`src/rtl/game_pkg.sv`:
```
// Shared game-level types: game FSM encodings, spawn scheduler states, LFSR constants.
package game_pkg;

   localparam logic [2:0] GAME_INIT    = 3'b000;
   localparam logic [2:0] GAME_IDLE    = 3'b001;
   localparam logic [2:0] GAME_PLAYING = 3'b010;
   localparam logic [2:0] GAME_OVER    = 3'b100;

   typedef enum logic [2:0] {
      StIdle,
      StWait,
      StPick,
      StIssue,
      StStall
   } sched_state_e;

   localparam logic [15:0] LFSR_SEED = 16'hACE1;
   // Taps 16,14,13,11 mapped onto bits 15,13,12,10.
   localparam logic [15:0] LFSR_TAPS = 16'hB400;

   function automatic logic lfsr_feedback(input logic [15:0] state);
      return ^(state & LFSR_TAPS);
   endfunction

endpackage

```
`src/rtl/lfsr16.sv`:
```
// 16-bit Fibonacci LFSR; only hard_reset reseeds it so game restarts keep the sequence going.
module lfsr16
   import game_pkg::*;
#(
   parameter logic [15:0] SEED = LFSR_SEED
) (
   input  logic        clk,
   input  logic        hard_reset,
   input  logic        i_en,
   output logic [15:0] o_lfsr
);

   logic [15:0] r_lfsr;

   always_ff @(posedge clk or posedge hard_reset) begin
      if (hard_reset) begin
         r_lfsr <= SEED;
      end else if (i_en) begin
         r_lfsr <= {r_lfsr[14:0], lfsr_feedback(r_lfsr)};
      end
   end

   assign o_lfsr = r_lfsr;

endmodule

```
`src/rtl/obstacle_spawn_scheduler.sv`:
```
// Frame-paced obstacle spawner: round-robin slot allocation, lane choice, difficulty ramp.
// Define SPAWN_RANDOM_EN to draw lanes from an LFSR instead of a handshake counter.
module obstacle_spawn_scheduler
   import game_pkg::*;
#(
   parameter int unsigned NUM_SLOTS        = 4,
   parameter int unsigned LANE_W           = 3,
   parameter int unsigned INIT_INTERVAL    = 90,
   parameter int unsigned MIN_INTERVAL     = 30,
   parameter int unsigned STEP             = 6,
   parameter int unsigned SPAWNS_PER_LEVEL = 8,
   parameter int unsigned LEVEL_W          = 4
) (
   input  logic                 clk,
   input  logic                 hard_reset,
   input  logic                 i_game_reset,
   input  logic                 i_game_en,
   input  logic                 i_frame_tick,
   input  logic [NUM_SLOTS-1:0] i_slot_busy,
   input  logic                 i_spawn_ready,
   output logic                 o_spawn_valid,
   output logic [NUM_SLOTS-1:0] o_spawn_slot,
   output logic [LANE_W-1:0]    o_spawn_lane,
   output logic [LEVEL_W-1:0]   o_level,
   output logic [7:0]           o_interval
);

   localparam int unsigned IDX_W = $clog2(NUM_SLOTS);
   localparam int unsigned CNT_W = $clog2(SPAWNS_PER_LEVEL + 1);
   localparam logic [7:0] INIT_IV = 8'(INIT_INTERVAL);
   localparam logic [7:0] MIN_IV  = 8'(MIN_INTERVAL);
   localparam logic [LEVEL_W-1:0] LEVEL_MAX = '1;

   sched_state_e          r_state, w_state_next;
   logic [7:0]            r_frame_cnt, w_frame_cnt_next;
   logic [IDX_W-1:0]      r_rr, w_rr_next;
   logic [IDX_W-1:0]      r_slot_idx, w_slot_idx_next;
   logic [NUM_SLOTS-1:0]  r_slot, w_slot_next;
   logic [LANE_W-1:0]     r_lane, w_lane_next, w_lane_src;
   logic [CNT_W-1:0]      r_spawn_cnt, w_spawn_cnt_next;
   logic [LEVEL_W-1:0]    r_level, w_level_next;
   logic [7:0]            r_interval, w_interval_next;
   logic                  w_valid, w_handshake, w_found;
   logic [IDX_W-1:0]      w_free_idx;
   logic signed [8:0]     w_iv_dec;
   logic [7:0]            w_iv_floor;

   // First free slot scanning upward from start, wrapping; MSB flags success.
   function automatic logic [IDX_W:0] find_free(input logic [NUM_SLOTS-1:0] busy,
                                                input logic [IDX_W-1:0]     start);
      logic [IDX_W:0] res;
      int             j;
      res = '0;
      for (int k = int'(NUM_SLOTS) - 1; k >= 0; k--) begin
         j = int'(start) + k;
         if (j >= int'(NUM_SLOTS)) j = j - int'(NUM_SLOTS);
         if (!busy[IDX_W'(j)]) res = {1'b1, IDX_W'(j)};
      end
      return res;
   endfunction

   assign w_valid     = (r_state == StIssue) & i_game_en;
   assign w_handshake = w_valid & i_spawn_ready;
   assign {w_found, w_free_idx} = find_free(i_slot_busy, r_rr);

   assign w_iv_dec   = $signed({1'b0, r_interval}) - $signed(9'(STEP));
   assign w_iv_floor = (w_iv_dec < $signed({1'b0, MIN_IV})) ? MIN_IV : w_iv_dec[7:0];

`ifdef SPAWN_RANDOM_EN
   logic [15:0] w_lfsr;
   logic        w_unused_lfsr;

   lfsr16 #(
      .SEED(LFSR_SEED)
   ) u_lfsr (
      .clk       (clk),
      .hard_reset(hard_reset),
      .i_en      (1'b1),
      .o_lfsr    (w_lfsr)
   );

   assign w_lane_src    = w_lfsr[LANE_W-1:0];
   assign w_unused_lfsr = ^w_lfsr;
`else
   logic [LANE_W-1:0] r_hs_cnt;

   always_ff @(posedge clk or posedge hard_reset) begin
      if (hard_reset) begin
         r_hs_cnt <= '0;
      end else if (i_game_reset) begin
         r_hs_cnt <= '0;
      end else if (w_handshake) begin
         r_hs_cnt <= r_hs_cnt + LANE_W'(1);
      end
   end

   assign w_lane_src = r_hs_cnt;
`endif

   always_comb begin
      w_state_next     = r_state;
      w_frame_cnt_next = r_frame_cnt;
      w_rr_next        = r_rr;
      w_slot_idx_next  = r_slot_idx;
      w_slot_next      = r_slot;
      w_lane_next      = r_lane;
      w_spawn_cnt_next = r_spawn_cnt;
      w_level_next     = r_level;
      w_interval_next  = r_interval;

      if (i_game_reset) begin
         w_state_next     = StIdle;
         w_frame_cnt_next = '0;
         w_rr_next        = '0;
         w_slot_idx_next  = '0;
         w_slot_next      = '0;
         w_lane_next      = '0;
         w_spawn_cnt_next = '0;
         w_level_next     = '0;
         w_interval_next  = INIT_IV;
      end else if (!i_game_en) begin
         // Level and interval survive so the game-over screen can show them.
         w_state_next     = StIdle;
         w_frame_cnt_next = '0;
      end else begin
         unique case (r_state)
            StIdle: begin
               w_state_next     = StWait;
               w_frame_cnt_next = '0;
            end
            StWait: begin
               if (i_frame_tick) begin
                  if (r_frame_cnt + 8'd1 == r_interval) begin
                     w_frame_cnt_next = '0;
                     w_state_next     = StPick;
                  end else begin
                     w_frame_cnt_next = r_frame_cnt + 8'd1;
                  end
               end
            end
            StPick: begin
               if (w_found) begin
                  w_slot_idx_next = w_free_idx;
                  w_slot_next     = NUM_SLOTS'(1) << w_free_idx;
                  w_lane_next     = w_lane_src;
                  w_state_next    = StIssue;
               end else begin
                  w_state_next = StStall;
               end
            end
            StStall: begin
               if (!(&i_slot_busy)) w_state_next = StPick;
            end
            StIssue: begin
               if (w_handshake) begin
                  w_rr_next    = (r_slot_idx == IDX_W'(NUM_SLOTS - 1)) ? '0
                                                                        : r_slot_idx + IDX_W'(1);
                  w_state_next = StWait;
                  if (r_spawn_cnt == CNT_W'(SPAWNS_PER_LEVEL - 1)) begin
                     w_spawn_cnt_next = '0;
                     w_level_next     = (r_level == LEVEL_MAX) ? r_level : r_level + LEVEL_W'(1);
                     w_interval_next  = w_iv_floor;
                  end else begin
                     w_spawn_cnt_next = r_spawn_cnt + CNT_W'(1);
                  end
               end
            end
            default: w_state_next = StIdle;
         endcase
      end
   end

   always_ff @(posedge clk or posedge hard_reset) begin
      if (hard_reset) begin
         r_state <= StIdle;
      end else begin
         r_state <= w_state_next;
      end
   end

   always_ff @(posedge clk or posedge hard_reset) begin
      if (hard_reset) begin
         r_frame_cnt <= '0;
         r_rr        <= '0;
         r_slot_idx  <= '0;
         r_slot      <= '0;
         r_lane      <= '0;
         r_spawn_cnt <= '0;
         r_level     <= '0;
         r_interval  <= INIT_IV;
      end else begin
         r_frame_cnt <= w_frame_cnt_next;
         r_rr        <= w_rr_next;
         r_slot_idx  <= w_slot_idx_next;
         r_slot      <= w_slot_next;
         r_lane      <= w_lane_next;
         r_spawn_cnt <= w_spawn_cnt_next;
         r_level     <= w_level_next;
         r_interval  <= w_interval_next;
      end
   end

   assign o_spawn_valid = w_valid;
   assign o_spawn_slot  = r_slot;
   assign o_spawn_lane  = r_lane;
   assign o_level       = r_level;
   assign o_interval    = r_interval;

endmodule

```
`config.mk`:
```
export PLATFORM = sky130hd
export DESIGN_NAME = obstacle_spawn_scheduler
export DESIGN_NICKNAME = d
export VERILOG_FILES = /design/src/rtl/game_pkg.sv /design/src/rtl/lfsr16.sv /design/src/rtl/obstacle_spawn_scheduler.sv
export SDC_FILE = /design/constraint.sdc
export NUM_CORES = 1
export LEC_CHECK = 0
export ABC_CLOCK_PERIOD_IN_PS = 2550
export CAP_MARGIN = 20
export CORE_UTILIZATION = 25
export CTS_CLUSTER_SIZE = 20
export DETAILED_ROUTE_END_ITERATION = 12
export PLACE_DENSITY = 0.45
export SLEW_MARGIN = 20
export SYNTH_ARGS = -nofsm -noshare
export SYNTH_HDL_FRONTEND = slang
export SYNTH_HIERARCHICAL = 1
export SYNTH_SLANG_ARGS = --single-unit
```
`constraint.sdc`:
```
create_clock -name clk -period 2.55 [get_ports clk]
set_input_delay 0.255 -clock clk [delete_from_list [all_inputs] [get_ports clk]]
set_output_delay 0.255 -clock clk [all_outputs]
set_load 0.01 [all_outputs]
```
# After elaboration in Yosys (flattened, before gate mapping)

Cells that the tools add are included.
Widths: inputs -> output; s select.

Register bits: 41
Logic and storage cells: 132
Output and inout bits: 20

Eq/ne operators: 14
Shift-type cells: 1
Reductions and logical operators: 14
Add/subtract/negate cells: 13
Order comparisons: 9
Multiplexer cells: 69
Bitwise operators: 2

Operators by type and width:

| kind                | count |
|---|---|
| $mux 8              | 10 |
| $mux 4              | 15 |
| $mux 3              | 17 |
| $mux 2              | 13 |
| $lt 2x4->1 const B  | 4 |
| $ne 4x4->1 const B  | 4 |
| $pmux 8 s2          | 1 |
| $pmux 3 s5          | 1 |
| $reduce_and 4->1    | 3 |
| $reduce_bool 2->1   | 6 |
| $ge 3x3->1 const B  | 3 |
| $lt 9x6->1 const B  | 1 |
| $sub 8x3->9 const B | 1 |
| $add 4x1->4 const B | 2 |
| $add 8x1->8 const B | 1 |
| $bmux 1 s2          | 4 |
| $eq 8x8->1          | 1 |
| $mux 1              | 8 |
| $sub 2x1->2 const B | 4 |
| $add 2x2->3 const B | 2 |
| $eq 3x2->1 const B  | 2 |
| $reduce_and 3->1    | 2 |
| $reduce_and 5->1    | 1 |
| $eq 4x3->1 const B  | 1 |
| other kinds (14)    | 15 |

# Depth between registers and ports, before layout

Depth in word-level cells: 15
Depth in mapped cells: 9

# Least setup slack after synthesis

No wires, ideal clock.

Kind: reg2reg
Start point: register r_interval[1] (netlist: o_interval[1])
End point: register r_interval[1] (netlist: o_interval[1])
Slack: 499 ps
Cell stages (with the launch flop): 9
Required time: 2477 ps
Clock period less this slack: 2051 ps
Arrival: 1978 ps
Cell sequence: dfstp_2 inv_1 ha_1 a21boi_0 o21a_1 nor4b_1 nor3_2 and3_1 o21bai_1

Cells in the longest elaborated chain, start to end: 8

Ends and longest elaborated chain:

| what                   | line                            | RTL |
|---|---|---|
| from (decl)            | obstacle_spawn_scheduler.sv:42  | `logic [7:0] r_interval, w_interval_next;` |
| from (signal assigned) | obstacle_spawn_scheduler.sv:199 | `r_interval <= w_interval_next;` |
| $sub 8x3->9 (*)        | obstacle_spawn_scheduler.sv:66  | `assign w_iv_dec = $signed({1'b0, r_interval}) - $signed(9'(STEP));` |
| $lt 9x6->1             | obstacle_spawn_scheduler.sv:67  | `assign w_iv_floor = (w_iv_dec < $signed({1'b0, MIN_IV})) ? MIN_IV : w_iv_dec[7:0];` |
| $mux 8 (*)             | obstacle_spawn_scheduler.sv:67  |  |
| $mux 8 (*)             | obstacle_spawn_scheduler.sv:159 | `if (r_spawn_cnt == CNT_W'(SPAWNS_PER_LEVEL - 1)) begin` |
| $mux 8 (*)             | obstacle_spawn_scheduler.sv:155 | `if (w_handshake) begin` |
| $mux 8 (*)             | obstacle_spawn_scheduler.sv:126 | `unique case (r_state)` |
| $mux 8 (*)             | obstacle_spawn_scheduler.sv:121 | `end else if (!i_game_en) begin` |
| $mux 8 (*)             | obstacle_spawn_scheduler.sv:111 | `if (i_game_reset) begin` |

Mark *: on every way between the ends. The rest lies on a longest branch, timed or not. The select of a mux whose other input is x is not followed.
A chain may end at the register's enable or synchronous reset.

# Worst setup path in the final report

Start point: register r_interval[2] (netlist: o_interval[2])
End point: register r_interval[7] (netlist: o_interval[7])

Same word-level chain as after synthesis.

==> out/qor.yml <==
setup_path:
  crit_fanout: 11
  critPathKind: "reg2reg"
  endpoint_kind: "flip-flop"
  r2r_end: "o_interval[7]"
  r2r-start: "o_interval[2]"
  crit_arrival_ns: 2.52
  worst-r2r-cell-count: 7
  rrSetupSlack_ns: 0.26
  startpoint_type: "flip-flop"
  crit_required_ns: 2.78
clock_network:
  cts_inserted_buffers: 5
  cts_setup_buffers: 0
  htree_levels: 2
  cts_max_path_buffers: 2
  cts_sinks: 40
  clk_latency_ns: 0.30
  cts_tree: "built"
  root_buffer: "clkbuf_8"
  cts_resized: 0
  hold_buffers: 0
  clkTransAtPathRegs_ns: 0.08
die:
  initial_utilization: 0.260
  num_rows: 35
  die_area_mm2: 0.0101
  ios: 30
  dieWidth_um: 100
  die_y_um: 100
  core_mm2: 0.00928
pwr:
  cellPowerDensity_mw_per_mm2: 428
  max-vdd-ir-drop_mv: 0.159
  power.leakage_nw: 1.18
synth:
  synth_ff_type: "dfrtp_1"
  syn_inst: 274
  yosysTopAreaCellShare: 0.373
  ys_types: 54
  syn_avg_cell_area_um2: 8.81
  ys_warn_count: 6
  seq_area_frac_synth: 0.417
  syn_nets: 290
  async_flop_share: 1.00
  synth_most_common_cell: "dfrtp_1"
  synth_top_cells_by_area: "dfrtp_1, nand2_1, dfstp_2"
  ys_top_cells_by_count: "dfrtp_1, nand2_1, nor2_1"
  synth_edf_count: 0
  syn_area_mm2: 0.00241
  yosysTopAreaCell: "dfrtp_1"
  synth_seq_cells: 40
sta:
  finalHoldViolations: 0
  clock_skew_ns: 0.00769
  tns_ns: 0
  rsz0062_at_grt: "no"
  setup_viol: 0
  fin_crit_sh: 0.899
  tightest_slew_ns: 0.559
  period_minus_slack_ns: 2.29
  layout_setup_ws_ns: 0.257
  drv_slew: 0
  maxSlewHeadroom: 0.627
  max_freq_mhz: 436
global_route:
  antenna_found_initial: 0
  grt_use_total: 0.124
  grt-ovfl-total: 0
  grt_max_degree: 41
  grt_pass1_vias: 2002
  grt_pass1_wl_um: 9890
min_path:
  hp-class: "in2async"
route:
  dr.pass1.iters: 4
  vias_per_cell: 4.87
  wire_per_inst_um: 13.5
  drtIter0Drc: 83
  vias: 2097
  routed_wl_um: 5820
  drc: 0
  ant_nets: 0
placed_design:
  dp_slack_ns: 0.280
  io_buffers: 28
  gp_congestion: 0.779
  placed_area_mm2: 0.00284
  place_hpwl_um: 4230
  placedCellCount: 423
cells_and_area:
  final_cells: 431
  drive_gt1_frac: 0.0861
  diodes: 0
  final_area_mm2: 0.00295
  syn2layout_area_growth_pct: 22.0
  final_nets: 317
run_status:
  status: "completed"
run:
  drv_cap: 0
## worst max-delay path: stages, from the launching register on
cell and delay [ns]:
dfrtp_1 0.50, ha_1 0.31, nor3_2 0.26, o21a_1 0.18
nor4_1 0.06, nor3_2 0.39, or3b_1 0.38, a21oi_1 0.14
## cells by family after synthesis
kind of cell,Yosys count,share of synthesized area
muxes,2,0.00829
other,1,0.00155
xor gates and xnor gates,14,0.0508
AOI/OAI and AO/OA,64,0.180
buffers and inverters,24,0.0446
and+or+nand+nor,123,0.267
adders and majority gates,6,0.0311
DFF,40,0.417
## final cells by class
type / instances / area, µm²
Clock buffer: 6 / 72.6
Clock inverter: 2 / 35.0
Fill cell: 1017 / 6340
Inverter: 8 / 30.0
Multi-Input combinational cell: 210 / 1300
Sequential cell: 40 / 1010
Tap cell: 129 / 161
Timing Repair Buffer: 36 / 340
## power breakdown
| part | leakage [nW] | internal [mW] | switching (mW) |
|---|---|---|---|
| Sequential | 0.544 | 0.638 | 0.00638 |
| Clock | 0.0552 | 0.291 | 0.236 |
| Combinational | 0.584 | 0.0343 | 0.0553 |
## layout by cell type, fill, tap and decap left out, drive strengths merged, types with 5 or more instances in the layout
master,instances
dfrtp,36
nand2,33
clkdlybuf4s50,28
nor2,24
o21ai,17
a21oi,12
nor3,10
inv,8
a22o,8
nand3,8
xnor2,8
buf,8
nand4,7
xor2,6
ha,6
clkbuf,6
nor3b,5
nor2b,5
nor4,5
and3,5
## metal layers
metal | routed length, µm | share of wire | up-vias | GRT usage
met5 | 0 | 0 | - | 0
met4 | 95 | 0.016 | 0 | 0.0479
met3 | 185 | 0.032 | 9 | 0.0230
met2 | 2680 | 0.46 | 31 | 0.194
met1 | 2860 | 0.49 | 1024 | 0.169
li1 | - | - | 1033 | -
## state kept, by name, indices dropped and copies added (netlist names)
| signal | cells |
|---|---|
| o_spawn_lane | 3 |
| r_state | 3 |
| r_slot_idx | 2 |
| o_interval | 7 |
| r_frame_cnt | 8 |
| r_rr | 2 |
| o_level | 4 |
| r_hs_cnt | 3 |
| r_spawn_cnt | 4 |
| o_spawn_slot | 4 |
## stage by stage
stage | hold WS, ns | total power, mW | utilization
global route | 0.466 | 1.31 | 0.317
floorplan | 0.349 | 0.710 | -
CTS | 0.416 | 1.28 | 0.317
global placement | 0.495 | 0.749 | 0.306
detailed placement | 0.492 | 0.748 | 0.306
finish | 0.387 | 1.26 | 0.317
## how the worst max path moves through the flow
stage                   from             to  slack [ns]  depth (start not counted)
6_report       o_interval[2]  o_interval[7]        0.26                          7
5_1_grt        o_interval[2]  o_interval[7]        0.06                          7
4_1_cts        o_interval[2]  o_interval[7]        0.26                          7
3_5_place_dp   o_interval[2]  o_interval[7]        0.28                          7
3_3_place_gp   o_interval[2]  o_interval[7]        0.27                          7
2_1_floorplan  o_interval[1]  o_interval[1]        0.50                          8
Power figures use the tool's default switching activity.
